$ cat src/rtl/master_out_port.sv
// Master-side serializer for the serial system bus: latches a parallel request,
// handshakes with the slave, then shifts address and write data out LSB-first.
//
// state     | meaning
// ----------+-------------------------------------------------------------
// IDLE      | waiting for start; all outputs low
// REQ       | master_valid up, waiting for slave_ready handshake
// ADDR      | shifting the address (and first write byte) out, one bit/cycle
// BEAT_WAIT | write burst: waiting for the next beat handshake
// DATA      | write burst: shifting one extra data byte out
// RD_HOLD   | read burst: holding master_valid for the remaining beats
// DONE      | one-cycle tx_done pulse
module master_out_port #(
  parameter int ADDR_W = 12,
  parameter int DATA_W = 8
) (
  input  logic              clk_i,
  input  logic              reset_i,
  input  logic              start_i,
  input  logic              write_en_i,
  input  logic [ADDR_W-1:0] addr_in_i,
  input  logic [DATA_W-1:0] data_in_i,
  input  logic [ADDR_W:0]   burst_i,
  input  logic              slave_ready_i,
  output logic              master_valid_o,
  output logic              tx_addr_o,
  output logic              tx_data_o,
  output logic              data_req_o,
  output logic              busy_o,
  output logic              tx_done_o
);

  localparam int CNT_W  = $clog2(ADDR_W);
  localparam int DIDX_W = $clog2(DATA_W);

  localparam logic [CNT_W-1:0]  LAST_ADDR_BIT = CNT_W'(ADDR_W - 1);
  localparam logic [CNT_W-1:0]  LAST_DATA_BIT = CNT_W'(DATA_W - 1);
  localparam logic [CNT_W-1:0]  DATA_BITS     = CNT_W'(DATA_W);
  localparam logic [CNT_W-1:0]  CNT_ONE       = CNT_W'(1);
  localparam logic [ADDR_W-1:0] BEAT_ONE      = ADDR_W'(1);

  typedef enum logic [2:0] {
    IDLE      = 3'd0,
    REQ       = 3'd1,
    ADDR      = 3'd2,
    BEAT_WAIT = 3'd3,
    DATA      = 3'd4,
    RD_HOLD   = 3'd5,
    DONE      = 3'd6
  } state_t;

  state_t              state_q, state_d;
  logic [ADDR_W-1:0]   addr_q, addr_d;
  logic [DATA_W-1:0]   data_q, data_d;
  logic                wr_q, wr_d;
  logic [ADDR_W-1:0]   beats_q, beats_d;
  logic [CNT_W-1:0]    cnt_q, cnt_d;
  logic                data_req_q, data_req_d;

  always_ff @(posedge clk_i) begin
    if (reset_i) begin
      state_q    <= IDLE;
      addr_q     <= '0;
      data_q     <= '0;
      wr_q       <= 1'b0;
      beats_q    <= '0;
      cnt_q      <= '0;
      data_req_q <= 1'b0;
    end else begin
      state_q    <= state_d;
      addr_q     <= addr_d;
      data_q     <= data_d;
      wr_q       <= wr_d;
      beats_q    <= beats_d;
      cnt_q      <= cnt_d;
      data_req_q <= data_req_d;
    end
  end

  always_comb begin
    state_d        = state_q;
    addr_d         = addr_q;
    data_d         = data_q;
    wr_d           = wr_q;
    beats_d        = beats_q;
    cnt_d          = cnt_q;
    data_req_d     = 1'b0;
    master_valid_o = 1'b0;
    tx_addr_o      = 1'b0;
    tx_data_o      = 1'b0;
    tx_done_o      = 1'b0;

    unique case (state_q)
      IDLE: begin
        if (start_i) begin
          addr_d  = addr_in_i;
          data_d  = data_in_i;
          wr_d    = write_en_i;
          beats_d = burst_i[0] ? burst_i[ADDR_W:1] : '0;
          cnt_d   = '0;
          state_d = REQ;
        end
      end

      REQ: begin
        master_valid_o = 1'b1;
        if (slave_ready_i) begin
          cnt_d   = '0;
          state_d = ADDR;
        end
      end

      ADDR: begin
        master_valid_o = 1'b1;
        tx_addr_o      = addr_q[cnt_q];
        if (wr_q && (cnt_q < DATA_BITS)) tx_data_o = data_q[cnt_q[DIDX_W-1:0]];
        if (cnt_q == LAST_ADDR_BIT) begin
          cnt_d = '0;
          if (beats_q == '0) begin
            state_d = DONE;
          end else if (wr_q) begin
            data_req_d = 1'b1;
            state_d    = BEAT_WAIT;
          end else begin
            state_d = RD_HOLD;
          end
        end else begin
          cnt_d = cnt_q + CNT_ONE;
        end
      end

      BEAT_WAIT: begin
        master_valid_o = 1'b1;
        if (slave_ready_i) begin
          data_d = data_in_i;
          if (beats_q != '0) beats_d = beats_q - BEAT_ONE;
          cnt_d   = '0;
          state_d = DATA;
        end
      end

      // Address is not resent: the slave auto-increments it per beat.
      DATA: begin
        master_valid_o = 1'b1;
        tx_data_o      = data_q[cnt_q[DIDX_W-1:0]];
        if (cnt_q == LAST_DATA_BIT) begin
          cnt_d = '0;
          if (beats_q == '0) begin
            state_d = DONE;
          end else begin
            data_req_d = 1'b1;
            state_d    = BEAT_WAIT;
          end
        end else begin
          cnt_d = cnt_q + CNT_ONE;
        end
      end

      RD_HOLD: begin
        master_valid_o = 1'b1;
        if (beats_q != '0) beats_d = beats_q - BEAT_ONE;
        if (beats_q <= BEAT_ONE) state_d = DONE;
      end

      DONE: begin
        tx_done_o = 1'b1;
        state_d   = IDLE;
      end

      default: state_d = IDLE;
    endcase
  end

  assign data_req_o = data_req_q;
  assign busy_o     = (state_q != IDLE);

endmodule

$ cat config.mk
export PLATFORM = sky130hd
export DESIGN_NAME = master_out_port
export DESIGN_NICKNAME = d
export VERILOG_FILES = /design/src/rtl/master_out_port.sv
export SDC_FILE = /design/constraint.sdc
export NUM_CORES = 1
export LEC_CHECK = 0
export ABC_AREA = 1
export CORE_ASPECT_RATIO = 0.75
export CORE_UTILIZATION = 40
export CTS_BUF_LIST = sky130_fd_sc_hd__clkbuf_4 sky130_fd_sc_hd__clkbuf_8
export DETAILED_ROUTE_END_ITERATION = 10
export DONT_BUFFER_PORTS = 1
export GPL_ROUTABILITY_DRIVEN = 0
export SYNTH_ARGS = -nofsm -noshare
export SYNTH_HDL_FRONTEND = slang
export SYNTH_SLANG_ARGS = --single-unit
$ cat constraint.sdc
create_clock -name clk_i -period 1.9 [get_ports clk_i]
set_input_delay 0.285 -clock clk_i [delete_from_list [all_inputs] [get_ports clk_i]]
set_output_delay 0.285 -clock clk_i [all_outputs]
set_load 0.03 [all_outputs]
==> out/qor.csv <==
metric;value;unit
synth-simple-area-share;35.7;%
via_per_inst;4.95;
r2r_cells;9;
setup_viol;0;
hold_class;primary input to register;
final_layout_size_suffix_gt1_share;12.9;%
cp_max_fo;8;
grt_max_degree;20;
synth-xor-area-share;0.726;%
root_buffer;clkbuf_8;
crit_chain;clkinvlp_4, buf_4, o21ai_0, a31oi_1, buf_4;
slew_headroom;68.4;%
netlist_area;0.00241;mm^2
cpMostUsedCell;buf_4;
placed_cells_incl_taps;460;
rsz0062_at_grt;yes;
worstHoldPathCells;1;
total_leakage_power;1.18;nW
slew_violations;0;
cts_hold_buf;0;
ir_drop;0.000421;V
r2r_slack;0.17;ns
die-height;69.3;um
die_w;91.7;um
fin_hold_ws;0.0253;ns
synth_cell_types;33;
num_rows;24;
dpl.hpwl;4350;um
ios;44;
finalNonFillerCells;473;
dieArea;0.00635;mm^2
worst_path_max_delay_cell;dfxtp_4;
post_drt_wl_per_cell;12.7;um
syn_area_per_cell;6.25;um^2
syn_nets;427;
clockBufferDepth;2;
synth_compound_area_share;17.9;%
seq_area_frac_synth;34.0;%
finalNetCount;435;
cap_violations;0;
clock_latency;0.31;ns
synth_top_family_by_area;simple AND/OR/NAND/NOR gates;
yosys_warnings;0;
clk_pin_slew;0.10;ns
crit_type;register to primary output;
gr-total-overflow;0;
hold_path.startpoint;reset_i;
nFillCells;638;
whs_endpoint;addr_q[4];
dr.pass1.iters;4;
cts.htree.levels;2;
worstReg2RegEnd;beats_q[2];
cts_tree;done;
yosys-top-cells-area;dfxtp_1 (34%), nand2_1 (13%), nor2_1 (11%), o21ai_0 (8.5%), inv_1 (6.1%);
grt_pass1_vias;2088;
antenna_cells;0;
critPathArrivalTime;1.58;ns
fin_ws;0.0312;ns
max_stage_delay;0.40;ns
numClockSinks;41;
coreArea;0.00583;mm^2
hold_violations;0;
synth_adder_area_share;1.56;%
numPortBuffers;0;
drc;0;
yosysTopAreaCell;dfxtp_1;
clock_skew;0.0106;ns
r2r_start;beats_q[0];
finalCriticalPeriod;1.87;ns
synth_mux_area_share;0;%
required;1.62;ns
ys_ff_latch;41;
synthDominantCellAreaShare;34.0;%
grt_pass1_wl;9800;um
cts_made_buffers;5;
worst_pin_slew;0.472;ns
grt.total_usage;19.6;%
max_freq;535;MHz
start_util;41.4;%
place_ws;0.0852;ns
wirelength;6010;um
power.density;1690;mW/mm^2
final_antenna_net_count;0;
status;completed;
syn2layout_area_growth;11.2;%
crit_path_end_kind;primary output;
finalCritPeriodShare;98.4;%
antenna_found_initial;0;
drt_iter0_markers;156;
start_kind;register;
synthCells;386;
vias;2339;
fin_util;46.0;%
## per-stage QoR
| step | total power, W | TNS, ns | cell area (um^2) |
|---|---|---|---|
| 5_1_grt | 0.00494 | -0.0572 | 2680 |
| 3_3_place_gp | 0.00371 | 0 | 2500 |
| 4_1_cts | 0.00440 | 0 | 2620 |
| 2_1_floorplan | 0.00327 | 0 | 2410 |
| 3_5_place_dp | 0.00372 | 0 | 2500 |
| 6_report | 0.00453 | 0 | 2680 |
## layout by cell type (no fill, tap or decap), drive strengths merged
| master | instances |
|---|---|
| nand2 | 88 |
| nor2 | 78 |
| o21ai | 48 |
| inv | 42 |
| dfxtp | 41 |
| a21oi | 28 |
| nand3 | 25 |
| buf | 14 |
| nor3 | 5 |
| clkbuf | 5 |
| nand4 | 4 |
| ha | 3 |
| clkinv | 2 |
| clkinvlp | 2 |
| o22ai | 2 |
| a21boi | 2 |
| a31oi | 1 |
| xor2 | 1 |
| xnor2 | 1 |
| nand3b | 1 |
| o211ai | 1 |
| a211oi | 1 |
## cells by family (layout without fill, tap and decap cells)
logic type / count (synthesis) / count (layout)
buf+inv: 56 / 65
compound gates: 83 / 83
xor+xnor: 2 / 2
flops: 41 / 41
simple gates: 201 / 201
fa+ha+maj: 3 / 3
## layer usage
| layer | vias up | part of all wire [%] | global-route usage [%] |
|---|---|---|---|
| met3 | 6 | 5.5 | 4.28 |
| met2 | 58 | 39 | 25.3 |
| met4 | 0 | 0.95 | 7.23 |
| met5 | - | 0 | 0 |
| met1 | 1016 | 55 | 30.8 |
| li1 | 1259 | - | - |
## sequential cells by signal, summed over array words and instances, names as in the netlist
name and cells:
cnt_q 4, state_q 3, data_q 8, data_req_o 1, addr_q 12, wr_q 1, beats_q 12
## layout make-up
cell class	count	area (um^2)	area share, %
clock buffers	5	68.8	2.57
well taps	78	97.6	3.64
repair buffers	14	113	4.20
multi-input cells	289	1370	51.2
clock inverters	3	25.0	0.933
inverters	43	173	6.44
flip-flops and latches	41	832	31.0
## how the worst max path moves through the flow
stage / slack (ns) / depth (start not counted) / startpoint / end
after floorplan: 0.12 / 5 / cnt_q[0] / tx_data_o
after global placement: 0.07 / 9 / state_q[0] / data_q[6]
after detailed placement: 0.09 / 9 / state_q[0] / data_q[6]
after CTS: 0.02 / 8 / state_q[2] / tx_data_o
after global routing: -0.04 / 8 / cnt_q[0] / tx_addr_o
final: 0.03 / 5 / cnt_q[0] / tx_data_o
## cell usage after synthesis
cell,n
a21boi_0,2
nor2_2,4
dfxtp_1,41
o21ai_1,6
o22ai_1,2
nand3b_1,1
a211oi_1,1
nand2_2,1
o21ai_0,41
ha_1,3
nor3_1,5
nand2_4,1
buf_2,1
clkbuf_1,7
clkinv_4,1
o21ai_2,1
o211ai_1,1
buf_4,3
nand4_1,3
nor2_1,72
nand2_1,86
nor2_8,1
nor2_4,1
inv_2,3
buf_6,2
nand3_2,1
a21oi_1,28
nand4_2,1
inv_1,39
xnor2_1,1
a31oi_1,1
nand3_1,24
xor2_1,1
## what timing repair did
item	CTS	global route
gates cloned	0	0
resized for setup	8	16
setup buffers	1	4
setup endpoints to repair	2	5
pin swaps	1	7
## power by group
| group | leakage (nW) | switching [W] | internal (W) | total [W] |
|---|---|---|---|---|
| registers | 0.340 | 0.000242 | 0.00114 | 0.00138 |
| logic | 0.798 | 0.00166 | 0.000859 | 0.00252 |
| clock network | 0.0447 | 0.000361 | 0.000266 | 0.000626 |
## worst max-delay path, delay by kind of cell (launching register included)
kind,cells,cell delay (ns)
flip-flops,1,0.40
buffers and inverters,3,0.57
AO/OA/AOI/OAI,2,0.31
Note: power is estimated with default switching activity, not from simulation.
